<file path="src/rtl/imem_port_arbiter_pkg.sv">
// Shared types for the instruction-memory port arbiter: owner tags, sizing defaults, pipeline records.
// Latency: n/a (types only).
// Backpressure: n/a.
package kgp_imem_pkg;

    localparam int WIDTH_DEF    = 32;
    localparam int MEM_SIZE_DEF = 32;

    // Bit positions of each requester in the arbiter request/grant vectors
    localparam int FETCH_IDX = 0;
    localparam int LOAD_IDX  = 1;

    typedef enum logic {
        OWN_FETCH = 1'b0,
        OWN_LOAD  = 1'b1
    } owner_e;

    typedef struct packed {
        logic                 valid;
        owner_e               owner;
        logic                 we;
        logic                 oor;
        logic [WIDTH_DEF-1:0] addr;
        logic [WIDTH_DEF-1:0] wdata;
    } cmd_t;

    typedef struct packed {
        logic   valid;
        owner_e owner;
        logic   we;
        logic   oor;
    } rsp_tag_t;

endpackage

</file>
<file path="src/rtl/imem_port_arbiter_if.sv">
// Requester-side bundle: fetch (read-only) and loader (read/write) request/grant/response signals.
// Latency: grant combinational, response 2 cycles after grant.
// Backpressure: requests held until grant; responses cannot be stalled.
interface imem_port_arbiter_if import kgp_imem_pkg::*; #(parameter int WIDTH = WIDTH_DEF);

    logic             fetch_req;
    logic [WIDTH-1:0] fetch_addr;
    logic             fetch_gnt;
    logic [WIDTH-1:0] fetch_rdata;
    logic             fetch_valid;
    logic             fetch_err;

    logic             load_req;
    logic             load_we;
    logic [WIDTH-1:0] load_addr;
    logic [WIDTH-1:0] load_wdata;
    logic             load_gnt;
    logic [WIDTH-1:0] load_rdata;
    logic             load_valid;
    logic             load_err;

    modport master (
        output fetch_req, fetch_addr,
        output load_req, load_we, load_addr, load_wdata,
        input  fetch_gnt, fetch_rdata, fetch_valid, fetch_err,
        input  load_gnt, load_rdata, load_valid, load_err
    );

    modport slave (
        input  fetch_req, fetch_addr,
        input  load_req, load_we, load_addr, load_wdata,
        output fetch_gnt, fetch_rdata, fetch_valid, fetch_err,
        output load_gnt, load_rdata, load_valid, load_err
    );

endinterface

</file>
<file path="src/rtl/imem_port_arbiter_rr_arbiter2.sv">
// Two-input round-robin arbiter with a load-priority override.
// Latency: combinational grant; pointer updates on the edge after a grant.
// Backpressure: a losing requester simply stays pending.
module rr_arbiter2 import kgp_imem_pkg::*; (
    input  logic       clk,
    input  logic       rst,
    input  logic [1:0] req,
    input  logic       prio_load,
    output logic [1:0] gnt
);

    // Set when fetch was granted last, so load wins the next tie
    logic prefer_load;

    always_comb begin
        gnt = '0;
        if (req[LOAD_IDX] && (prio_load || !req[FETCH_IDX] || prefer_load)) begin
            gnt[LOAD_IDX] = 1'b1;
        end else if (req[FETCH_IDX]) begin
            gnt[FETCH_IDX] = 1'b1;
        end
    end

    always_ff @(posedge clk or posedge rst) begin
        if (rst) begin
            prefer_load <= 1'b0;
        end else if (|gnt) begin
            prefer_load <= gnt[FETCH_IDX];
        end
    end

endmodule

</file>
<file path="src/rtl/imem_port_arbiter.sv">
// Shares one single-port instruction memory between fetch and loader; traps out-of-range addresses.
// Latency: grant combinational, memory command 1 cycle later, tagged response 2 cycles after grant.
// Backpressure: one grant per cycle, losers held; responses are fire-and-forget pulses.
module imem_port_arbiter import kgp_imem_pkg::*; #(
    parameter int WIDTH    = WIDTH_DEF,
    parameter int MEM_SIZE = MEM_SIZE_DEF
) (
    input  logic                clk,
    input  logic                rst,
    input  logic                boot_mode,
    imem_port_arbiter_if.slave  rq,
    output logic                mem_we,
    output logic [WIDTH-1:0]    mem_addr,
    output logic [WIDTH-1:0]    mem_wdata,
    input  logic [WIDTH-1:0]    mem_rdata,
    output logic                busy
);

    logic [1:0] req;
    logic [1:0] gnt;
    logic       fetch_oor;
    logic       load_oor;
    cmd_t       win_cmd;
    cmd_t       s1;
    rsp_tag_t   s2;
    logic       rsp_data_ok;

    assign req[FETCH_IDX] = rq.fetch_req;
    assign req[LOAD_IDX]  = rq.load_req;

    assign fetch_oor = rq.fetch_addr >= WIDTH'(MEM_SIZE);
    assign load_oor  = rq.load_addr  >= WIDTH'(MEM_SIZE);

    rr_arbiter2 u_arb (
        .clk       (clk),
        .rst       (rst),
        .req       (req),
        .prio_load (boot_mode),
        .gnt       (gnt)
    );

    assign rq.fetch_gnt = gnt[FETCH_IDX];
    assign rq.load_gnt  = gnt[LOAD_IDX];

    // Out-of-range commands carry zero address/data so the memory port never sees them
    always_comb begin
        win_cmd       = '0;
        win_cmd.owner = OWN_FETCH;
        if (gnt[LOAD_IDX]) begin
            win_cmd.valid = 1'b1;
            win_cmd.owner = OWN_LOAD;
            win_cmd.we    = rq.load_we;
            win_cmd.oor   = load_oor;
            win_cmd.addr  = load_oor ? '0 : rq.load_addr;
            win_cmd.wdata = load_oor ? '0 : rq.load_wdata;
        end else if (gnt[FETCH_IDX]) begin
            win_cmd.valid = 1'b1;
            win_cmd.owner = OWN_FETCH;
            win_cmd.oor   = fetch_oor;
            win_cmd.addr  = fetch_oor ? '0 : rq.fetch_addr;
        end
    end

    always_ff @(posedge clk or posedge rst) begin
        if (rst) begin
            s1 <= '0;
        end else begin
            s1 <= win_cmd;
        end
    end

    assign mem_we    = s1.valid && s1.we && !s1.oor;
    assign mem_addr  = s1.addr;
    assign mem_wdata = s1.wdata;

    always_ff @(posedge clk or posedge rst) begin
        if (rst) begin
            s2 <= '0;
        end else begin
            s2.valid <= s1.valid;
            s2.owner <= s1.owner;
            s2.we    <= s1.we;
            s2.oor   <= s1.oor;
        end
    end

    // Memory read data arrives in the same cycle as the response pulse
    assign rsp_data_ok    = s2.valid && !s2.we && !s2.oor;

    assign rq.fetch_valid = s2.valid && (s2.owner == OWN_FETCH);
    assign rq.fetch_err   = rq.fetch_valid && s2.oor;
    assign rq.fetch_rdata = (rq.fetch_valid && rsp_data_ok) ? mem_rdata : '0;

    assign rq.load_valid  = s2.valid && (s2.owner == OWN_LOAD);
    assign rq.load_err    = rq.load_valid && s2.oor;
    assign rq.load_rdata  = (rq.load_valid && rsp_data_ok) ? mem_rdata : '0;

    assign busy = s1.valid || s2.valid;

endmodule
</file>
<file path="src/flat_wrapper.sv">
// flat-port wrapper written by rule: the top's interface ports become plain ports
module imem_port_arbiter_flat import kgp_imem_pkg::*;
#(
    parameter int WIDTH    = WIDTH_DEF,
    parameter int MEM_SIZE = MEM_SIZE_DEF
)
  (clk, rst, boot_mode, mem_we, mem_addr, mem_wdata, mem_rdata, busy, rq_fetch_req, rq_fetch_addr, rq_load_req, rq_load_we, rq_load_addr, rq_load_wdata, rq_fetch_gnt, rq_fetch_rdata, rq_fetch_valid, rq_fetch_err, rq_load_gnt, rq_load_rdata, rq_load_valid, rq_load_err);
  imem_port_arbiter_if #(.WIDTH(WIDTH)) rq_i ();
  input  logic clk;
  input  logic rst;
  input  logic boot_mode;
  output logic mem_we;
  output logic [WIDTH-1:0] mem_addr;
  output logic [WIDTH-1:0] mem_wdata;
  input  logic [WIDTH-1:0] mem_rdata;
  output logic busy;
  input wire logic [$bits(rq_i.fetch_req)-1:0] rq_fetch_req;
  input wire logic [$bits(rq_i.fetch_addr)-1:0] rq_fetch_addr;
  input wire logic [$bits(rq_i.load_req)-1:0] rq_load_req;
  input wire logic [$bits(rq_i.load_we)-1:0] rq_load_we;
  input wire logic [$bits(rq_i.load_addr)-1:0] rq_load_addr;
  input wire logic [$bits(rq_i.load_wdata)-1:0] rq_load_wdata;
  output wire logic [$bits(rq_i.fetch_gnt)-1:0] rq_fetch_gnt;
  output wire logic [$bits(rq_i.fetch_rdata)-1:0] rq_fetch_rdata;
  output wire logic [$bits(rq_i.fetch_valid)-1:0] rq_fetch_valid;
  output wire logic [$bits(rq_i.fetch_err)-1:0] rq_fetch_err;
  output wire logic [$bits(rq_i.load_gnt)-1:0] rq_load_gnt;
  output wire logic [$bits(rq_i.load_rdata)-1:0] rq_load_rdata;
  output wire logic [$bits(rq_i.load_valid)-1:0] rq_load_valid;
  output wire logic [$bits(rq_i.load_err)-1:0] rq_load_err;
  assign rq_i.fetch_req = rq_fetch_req;
  assign rq_i.fetch_addr = rq_fetch_addr;
  assign rq_i.load_req = rq_load_req;
  assign rq_i.load_we = rq_load_we;
  assign rq_i.load_addr = rq_load_addr;
  assign rq_i.load_wdata = rq_load_wdata;
  assign rq_fetch_gnt = rq_i.fetch_gnt;
  assign rq_fetch_rdata = rq_i.fetch_rdata;
  assign rq_fetch_valid = rq_i.fetch_valid;
  assign rq_fetch_err = rq_i.fetch_err;
  assign rq_load_gnt = rq_i.load_gnt;
  assign rq_load_rdata = rq_i.load_rdata;
  assign rq_load_valid = rq_i.load_valid;
  assign rq_load_err = rq_i.load_err;
  imem_port_arbiter #(.WIDTH(WIDTH), .MEM_SIZE(MEM_SIZE)) u_core (.clk(clk), .rst(rst), .boot_mode(boot_mode), .rq(rq_i), .mem_we(mem_we), .mem_addr(mem_addr), .mem_wdata(mem_wdata), .mem_rdata(mem_rdata), .busy(busy));
endmodule
</file>
<file path="config.mk">
export PLATFORM = sky130hd
export DESIGN_NAME = imem_port_arbiter_flat
export DESIGN_NICKNAME = d
export VERILOG_FILES = /design/src/rtl/imem_port_arbiter_pkg.sv /design/src/rtl/imem_port_arbiter_if.sv /design/src/rtl/imem_port_arbiter_rr_arbiter2.sv /design/src/rtl/imem_port_arbiter.sv /design/src/flat_wrapper.sv
export SDC_FILE = /design/constraint.sdc
export NUM_CORES = 1
export LEC_CHECK = 0
export CORE_AREA = 2 2 103 105
export CTS_CLUSTER_SIZE = 30
export DETAILED_ROUTE_END_ITERATION = 7
export DIE_AREA = 0 0 105 107
export PLACE_DENSITY_LB_ADDON = 0.3
export SLEW_MARGIN = 20
export SYNTH_ARGS = -nofsm -noshare
export SYNTH_HDL_FRONTEND = slang
export SYNTH_SLANG_ARGS = --single-unit
</file>
<file path="constraint.sdc">
create_clock -name clk -period 3.5 [get_ports clk]
set_input_delay 0.35 -clock clk [delete_from_list [all_inputs] [get_ports clk]]
set_output_delay 0.35 -clock clk [all_outputs]
set_load 0.03 [all_outputs]
</file>
==> results of run 1 <==
## metrics by stage
stage / utilization (%) / instances / cell area [um^2]
3_3_place_gp: 57.2 / 652 / 5770
2_1_floorplan: - / 316 / 3390
5_1_grt: 59.3 / 667 / 5990
3_5_place_dp: 57.2 / 652 / 5770
4_1_cts: 59.3 / 667 / 5990
6_report: 59.3 / 667 / 5990
## placed cells by master (no fill, tap or decap), drive strengths merged, types with 2 or more instances in the layout
master / netlist / layout
nor3: 2 / 2
a32o: 5 / 5
bufinv: 0 / 2
clkdlybuf4s50: 0 / 269
conb: 1 / 27
dfrtp: 73 / 73
nor3b: 3 / 3
nand2: 3 / 3
and2: 99 / 99
or2: 2 / 2
inv: 3 / 5
clkbuf: 9 / 9
nor4: 13 / 13
nor2: 4 / 4
buf: 64 / 4
nand4: 2 / 2
## worst max-delay path by stage
stage,from,endpoint,cells past startpoint
detailed placement,rq_fetch_req,rq_fetch_gnt,6
global placement,rq_fetch_req,rq_fetch_gnt,6
CTS,rq_fetch_req,rq_fetch_gnt,6
global route,rq_fetch_req,rq_fetch_gnt,6
floorplan,rst,u_core.mem_addr[0]$_DFF_PP0_,1
finish,rq_fetch_req,rq_fetch_gnt,6
## power by group through the flow
stage	clock network [W]	registers, W	logic [W]
floorplan	0	0.000888	0.000182
global placement	0	0.000891	0.000420
detailed placement	0	0.000892	0.000426
CTS	0.000732	0.000875	0.000427
global route	0.000764	0.000877	0.000448
finish	0.000701	0.000875	0.000422
## logic make-up after synthesis
kind of cell	count (synthesis)
and+or+nand+nor	134
buffers and inverters	76
DFF	73
AOI/OAI and AO/OA	6
other	1
## area by class of cell
class / instances / share of cell area (%)
Inverter: 3 / 0.188
Clock buffer: 9 / 2.07
Multi-Input combinational cell: 167 / 17.4
Clock inverter: 6 / 1.50
Timing Repair Buffer: 273 / 45.5
Tap cell: 136 / 2.84
Sequential cell: 73 / 30.5
## routing by layer
| layer | global-route usage (%) | routed length, um |
|---|---|---|
| met1 | 17.5 | 3490 |
| met2 | 32.0 | 5150 |
| met3 | 6.38 | 874 |
| met4 | 5.71 | 115 |
| met5 | 0 | 0 |
## state kept, by name, summed over array words and instances, names as in the netlist
signal	count
u_core.u_arb.prefer_load	1
u_core.s1	4
u_core.mem_wdata	32
u_core.s2	4
u_core.mem_addr	32
==> out/metrics.yaml, run 1 <==
layout:
  area_delta_synth_final_pct: 81.9
  fill_cells: 886
  fin_nets: 661
  multi_input_area_um2: 1040
  drive_gt1_share_pct: 9.98
  ff_latch_area_um2: 1830
  diodes: 0
pwr:
  ir_drop_mv: 0.199
  power.total_w: 0.00200
  sequentialPowerShare_pct: 43.8
  share_comb_of_total_power_pct: 21.1
  leakage_nw: 2.54
  p_switching_w: 0.000499
  sw_frac_of_total_pct: 25.0
  power.density_nw_per_um2: 334
  p_clk_share_pct: 35.1
  p_int_w: 0.00150
timing:
  rsz0062_at_grt: "false"
  holdWs_ps: 360
  fin_setup_tns_ps: 0
  slew_violations: 0
  hold_viol_final: 0
  finalCriticalPeriod_ps: 2840
  finalClockSkew_ps: 7.69
  relSlewSlack_pct: 60.0
  setup_viol: 0
  fmax_mhz: 352
  tightest_slew_ps: 600
  fin_ws_ps: 660
  fin_crit_sh_pct: 81.1
clock_network:
  hold_buffers: 0
  htreeDepth: 3
  cts.sinks: 73
  root_buffer: "clkbuf_8"
  cts_buffer_depth: 2
  postCtsSetupRepairBufs: 0
  cts_resized: 0
  numCtsBuffers: 9
  tritoncts: "built"
  insertion_delay_ps: 330
  cts.clk_slew.worst_paths_ps: 70
floorplanning:
  die_w_um: 105
  die_height_um: 107
  rows: 37
  dieArea_um2: 11200
  io_pins: 270
  start_util_pct: 32.6
  core_um2: 10100
worst_setup_path:
  crit_chain: "clkdlybuf4s50_1 > nor3b_1 > nand2b_1 > nand2_1 > inv_1 > clkdlybuf4s50_1"
  cp-start-kind: "input port"
  r2r-start: "u_core.u_arb.prefer_load$_DFFE_PP0P_"
  cp-end-kind: "primary output"
  critPathMostFrequentCell: "clkdlybuf4s50_1"
  cpMaxStageDelayCell: "clkdlybuf4s50_1"
  critical-path-max-stage-delay_ps: 720
  timing.rr.end: "u_core.mem_addr[3]$_DFF_PP0_"
  crit_buf_inv: 3
  regToRegSetupSlack_ps: 1900
  worstPathArrival_ps: 2490
  required_ps: 3150
  critical_path_class: "in2out"
  path_delay_family: "buffers and inverters"
  r2r_cells: 5
  timing.critical_path.fanout_max: 6
synthesis:
  synthAdderAreaFrac_pct: 0
  synth.largest_area_cell: "dfrtp_1"
  synthMuxAreaShare_pct: 0
  ys_top_cells_by_count: "dfrtp_1, and2_1, buf_4"
  synth-main-ff-cell: "dfrtp_1"
  synth-xor-area-share_pct: 0
  syn_avg_cell_area_um2: 11.3
  yosysSeqAreaShare_pct: 55.5
  yosys_warnings: 0
  synth_top_family_by_area: "simple AND/OR/NAND/NOR gates"
  syn-cell-area_um2: 3290
  synth.most_common_cell: "dfrtp_1"
  yosys.area_share.simple_pct: 26.6
  synthArstFlopShare_pct: 100
  netlist_instances: 290
  synth-compound-area-share_pct: 1.71
  synth.area.top_cells: "dfrtp_1, buf_4, and2_1"
  ys_seq_elements: 73
  yosysTopAreaCellShare_pct: 55.5
  synth_edf_count: 0
  synth_cell_types: 24
routing:
  route.detailed.drc: 0
  wl_per_cell_um: 14.5
  wl_um: 9640
  viasPerCell: 4.06
  firstDrtPassIters: 4
  drtAntennaViolNets: 0
  first_iter_violations: 68
  via_count: 2710
status:
  status: "finished clean"
worst_hold_path:
  min_to: "u_core.s2[2]$_DFF_PP0_"
  whs_path_depth: 0
  hold_class: "reg2reg"
  hp-start: "u_core.s1[66]$_DFF_PP0_"
grt:
  grt_pass1_wl_um: 14800
  overflow: 0
  antenna_found_initial: 0
  grt_pass1_vias: 2838
  grt_util_all_layers_pct: 17.1
  grt_max_degree: 51
run:
  maxCapViolCount: 0
place:
  port_buffers: 269
  hpwl_um: 8110
  place.gp.congestion: 0.776
  dp_slack_ps: 647
Note: power is estimated with default switching activity, not from simulation.
==> run 2: changes to the inputs <==
--- a/config.mk
+++ b/config.mk
@@ -5,10 +5,10 @@
 export SDC_FILE = /design/constraint.sdc
 export NUM_CORES = 1
 export LEC_CHECK = 0
-export CORE_AREA = 2 2 103 105
+export CORE_MARGIN = 2
+export CORE_UTILIZATION = 33
 export CTS_CLUSTER_SIZE = 30
 export DETAILED_ROUTE_END_ITERATION = 7
-export DIE_AREA = 0 0 105 107
 export PLACE_DENSITY_LB_ADDON = 0.3
 export SLEW_MARGIN = 20
 export SYNTH_ARGS = -nofsm -noshare
==> constraint.sdc (replaced) <==
create_clock -name clk -period 2.7 [get_ports clk]
set_input_delay 0.27 -clock clk [delete_from_list [all_inputs] [get_ports clk]]
set_output_delay 0.27 -clock clk [all_outputs]
set_load 0.03 [all_outputs]
==> run 2 against run 1 <==
Net effect: sequential power grew 29%; final area down 0.69%; cell count down 0.15%; sequential cell count unchanged; critical path type is now reg2out; largest cell class unchanged.
==> out/metrics.yaml, run 2 (synthesis results as in run 1) <==
layout:
  diodes: 0  # unchanged
  layout_common_cells: "clkdlybuf4s50_1, dfrtp_1, and2_1"  # unchanged
  fill_cells: 842  # was 886
  final_common_cell: "clkdlybuf4s50_1"  # unchanged
  drive_gt1_share_pct: 10.1  # was 9.98%
  final_core_util_pct: 61.1  # was 59.3%
  area_delta_synth_final_pct: 80.7  # was 81.9%
  ff_latch_area_um2: 1830  # unchanged
  fin_nets: 663  # was 661
  multi_input_area_um2: 1040  # unchanged
pwr:
  power.density_nw_per_um2: 400  # was 334 nW/um^2
  ir_drop_mv: 0.249  # was 0.199 mV
  leakage_nw: 2.52  # was 2.54 nW
  power.total_w: 0.00238  # was 0.00200 W
routing:
  viasPerCell: 4.00  # was 4.06
  route.detailed.drc: 0  # unchanged
  wl_um: 9220  # was 9640 um
  wl_per_cell_um: 13.8  # was 14.5 um
  via_count: 2664  # was 2710
  firstDrtPassIters: 4  # unchanged
  first_iter_violations: 45  # was 68
  drtAntennaViolNets: 0  # unchanged
timing:
  setup_viol: 0  # unchanged
  tightest_slew_ps: 584  # was 600 ps
  finalCriticalPeriod_ps: 2470
  fin_setup_tns_ps: 0  # unchanged
  relSlewSlack_pct: 61.0  # was 60.0%
  fmax_mhz: 405
  rsz0062_at_grt: "false"  # unchanged
  hold_viol_final: 0  # unchanged
  finalClockSkew_ps: 8.58  # was 7.69 ps
  slew_violations: 0  # unchanged
  fin_crit_sh_pct: 91.5
floorplanning:
  io_pins: 270  # unchanged
  core_um2: 9730  # was 10100 um^2
  dieArea_um2: 10800  # was 11200 um^2
  die_height_um: 104  # was 107 um
  start_util_pct: 33.8  # was 32.6%
  rows: 36  # was 37
  die_w_um: 104  # was 105 um
worst_hold_path:
  hold_class: "in2async"  # was reg2reg
worst_setup_path:
  crit_chain: "nor2b_1 > nor3b_2 > buf_4 > and2_1 > clkdlybuf4s50_1"  # was clkdlybuf4s50_1 > nor3b_1 > nand2b_1 > nand2_1 > inv_1 > clkdlybuf4s50_1
  timing.critical_path.fanout_max: 32  # was 6
  critical_path_class: "reg2out"  # was in2out
  cp-start-kind: "flip-flop"  # was input port
  regToRegSetupSlack_ps: 1270  # was 1900 ps
  timing.rr.end: "u_core.mem_addr[3]$_DFF_PP0_"  # unchanged
  cpMaxStageDelayCell: "clkdlybuf4s50_1"  # unchanged
  r2r-start: "u_core.u_arb.prefer_load$_DFFE_PP0P_"  # unchanged
  cp-end-kind: "primary output"  # unchanged
  critical-path-max-stage-delay_ps: 680  # was 720 ps
  worstPathArrival_ps: 2200  # was 2490 ps
  required_ps: 2430  # was 3150 ps
  r2r_cells: 5  # unchanged
status:
  status: "finished clean"  # unchanged
run:
  maxCapViolCount: 0  # unchanged
clock_network:
  cts_resized: 0  # unchanged
  cts_buffer_depth: 2  # unchanged
  root_buffer: "clkbuf_8"  # unchanged
  hold_buffers: 0  # unchanged
  postCtsSetupRepairBufs: 0  # unchanged
  cts.clk_slew.worst_paths_ps: 70  # about the same
  insertion_delay_ps: 340  # was 330 ps
  numCtsBuffers: 9  # unchanged
  tritoncts: "built"  # unchanged
  cts.sinks: 73  # unchanged
  htreeDepth: 3  # unchanged
grt:
  grt_util_all_layers_pct: 17.1  # about the same
  antenna_found_initial: 0  # unchanged
  grt_pass1_vias: 2710  # was 2838
  grt_max_degree: 38  # was 51
  grt_pass1_wl_um: 14400  # was 14800 um
  overflow: 0  # unchanged
place:
  hpwl_um: 7780  # was 8110 um
  port_buffers: 269  # unchanged
  place.gp.congestion: 0.743  # was 0.776
run 2: cell types whose count changed in the layout (fill, tap and decap cells not counted):
| cell | before | now |
|---|---|---|
| clkinv_4 | 0 | 1 |
| inv_6 | 2 | 0 |
| clkinv_2 | 1 | 2 |
| clkbuf_1 | 0 | 1 |
| buf_4 | 4 | 6 |
| bufinv_16 | 2 | 0 |
| clkinvlp_4 | 1 | 2 |
run 2: cell type report:
type	count	area share, %
Clock buffer	10	2.15
Clock inverter	5	0.568
Inverter	3	0.189
Multi-Input combinational cell	167	17.5
Sequential cell	73	30.7
Tap cell	133	2.80
Timing Repair Buffer	275	46.0
run 2: worst max-delay path by stage:
stage / to / cells after the start / from / slack [ps]
final: rq_fetch_rdata[15] / 5 / u_core.s2[2]$_DFF_PP0_ / 230
after global routing: rq_fetch_rdata[5] / 5 / u_core.s2[3]$_DFF_PP0_ / 40
after CTS: rq_fetch_rdata[31] / 5 / u_core.s2[3]$_DFF_PP0_ / 150
after detailed placement: rq_fetch_gnt / 6 / rq_fetch_req / 240
after global placement: rq_fetch_gnt / 6 / rq_fetch_req / 280
after floorplan: u_core.mem_addr[0]$_DFF_PP0_ / 1 / rst / 580
run 2: metal layers:
layer  wire, um  vias up  global-route usage [%]
met5          0        -                       0
met4        253        0                    6.95
met3        865       22                    7.33
met2       4860      139                    31.3
met1       3240     1192                    16.9
li1           -     1311                       -
run 2: critical path: cells and delay by family, from the launching register on:
kind | cells | cell delay [ps]
buffers and inverters | 2 | 950
AND/OR/NAND/NOR | 3 | 540
flip-flops | 1 | 380
run 2: report_power, final:
group	leakage [nW]	switching, W	total (W)	internal (W)
combinational	1.51	0.000244	0.000547	0.000303
sequential	0.937	0.0000118	0.00113	0.00112
clock	0.0781	0.000370	0.000696	0.000326
run 2: stage by stage:
stage / instances / hold WS [ps] / setup WS, ps / instance area, um^2
2_1_floorplan: 316 / 331 / 577 / 3390
3_3_place_gp: 651 / 353 / 283 / 5780
3_5_place_dp: 651 / 339 / 237 / 5780
4_1_cts: 666 / 332 / 152 / 5950
5_1_grt: 666 / 360 / 43.6 / 5950
6_report: 666 / 328 / 231 / 5950
==> run 3: changes to the inputs <==
--- a/config.mk
+++ b/config.mk
@@ -7,7 +7,6 @@
 export LEC_CHECK = 0
 export CORE_MARGIN = 2
 export CORE_UTILIZATION = 33
-export CTS_CLUSTER_SIZE = 30
 export DETAILED_ROUTE_END_ITERATION = 7
 export PLACE_DENSITY_LB_ADDON = 0.3
 export SLEW_MARGIN = 20
==> results of run 3 <==
Final layout, timing and power as in run 2 (identical DEF).
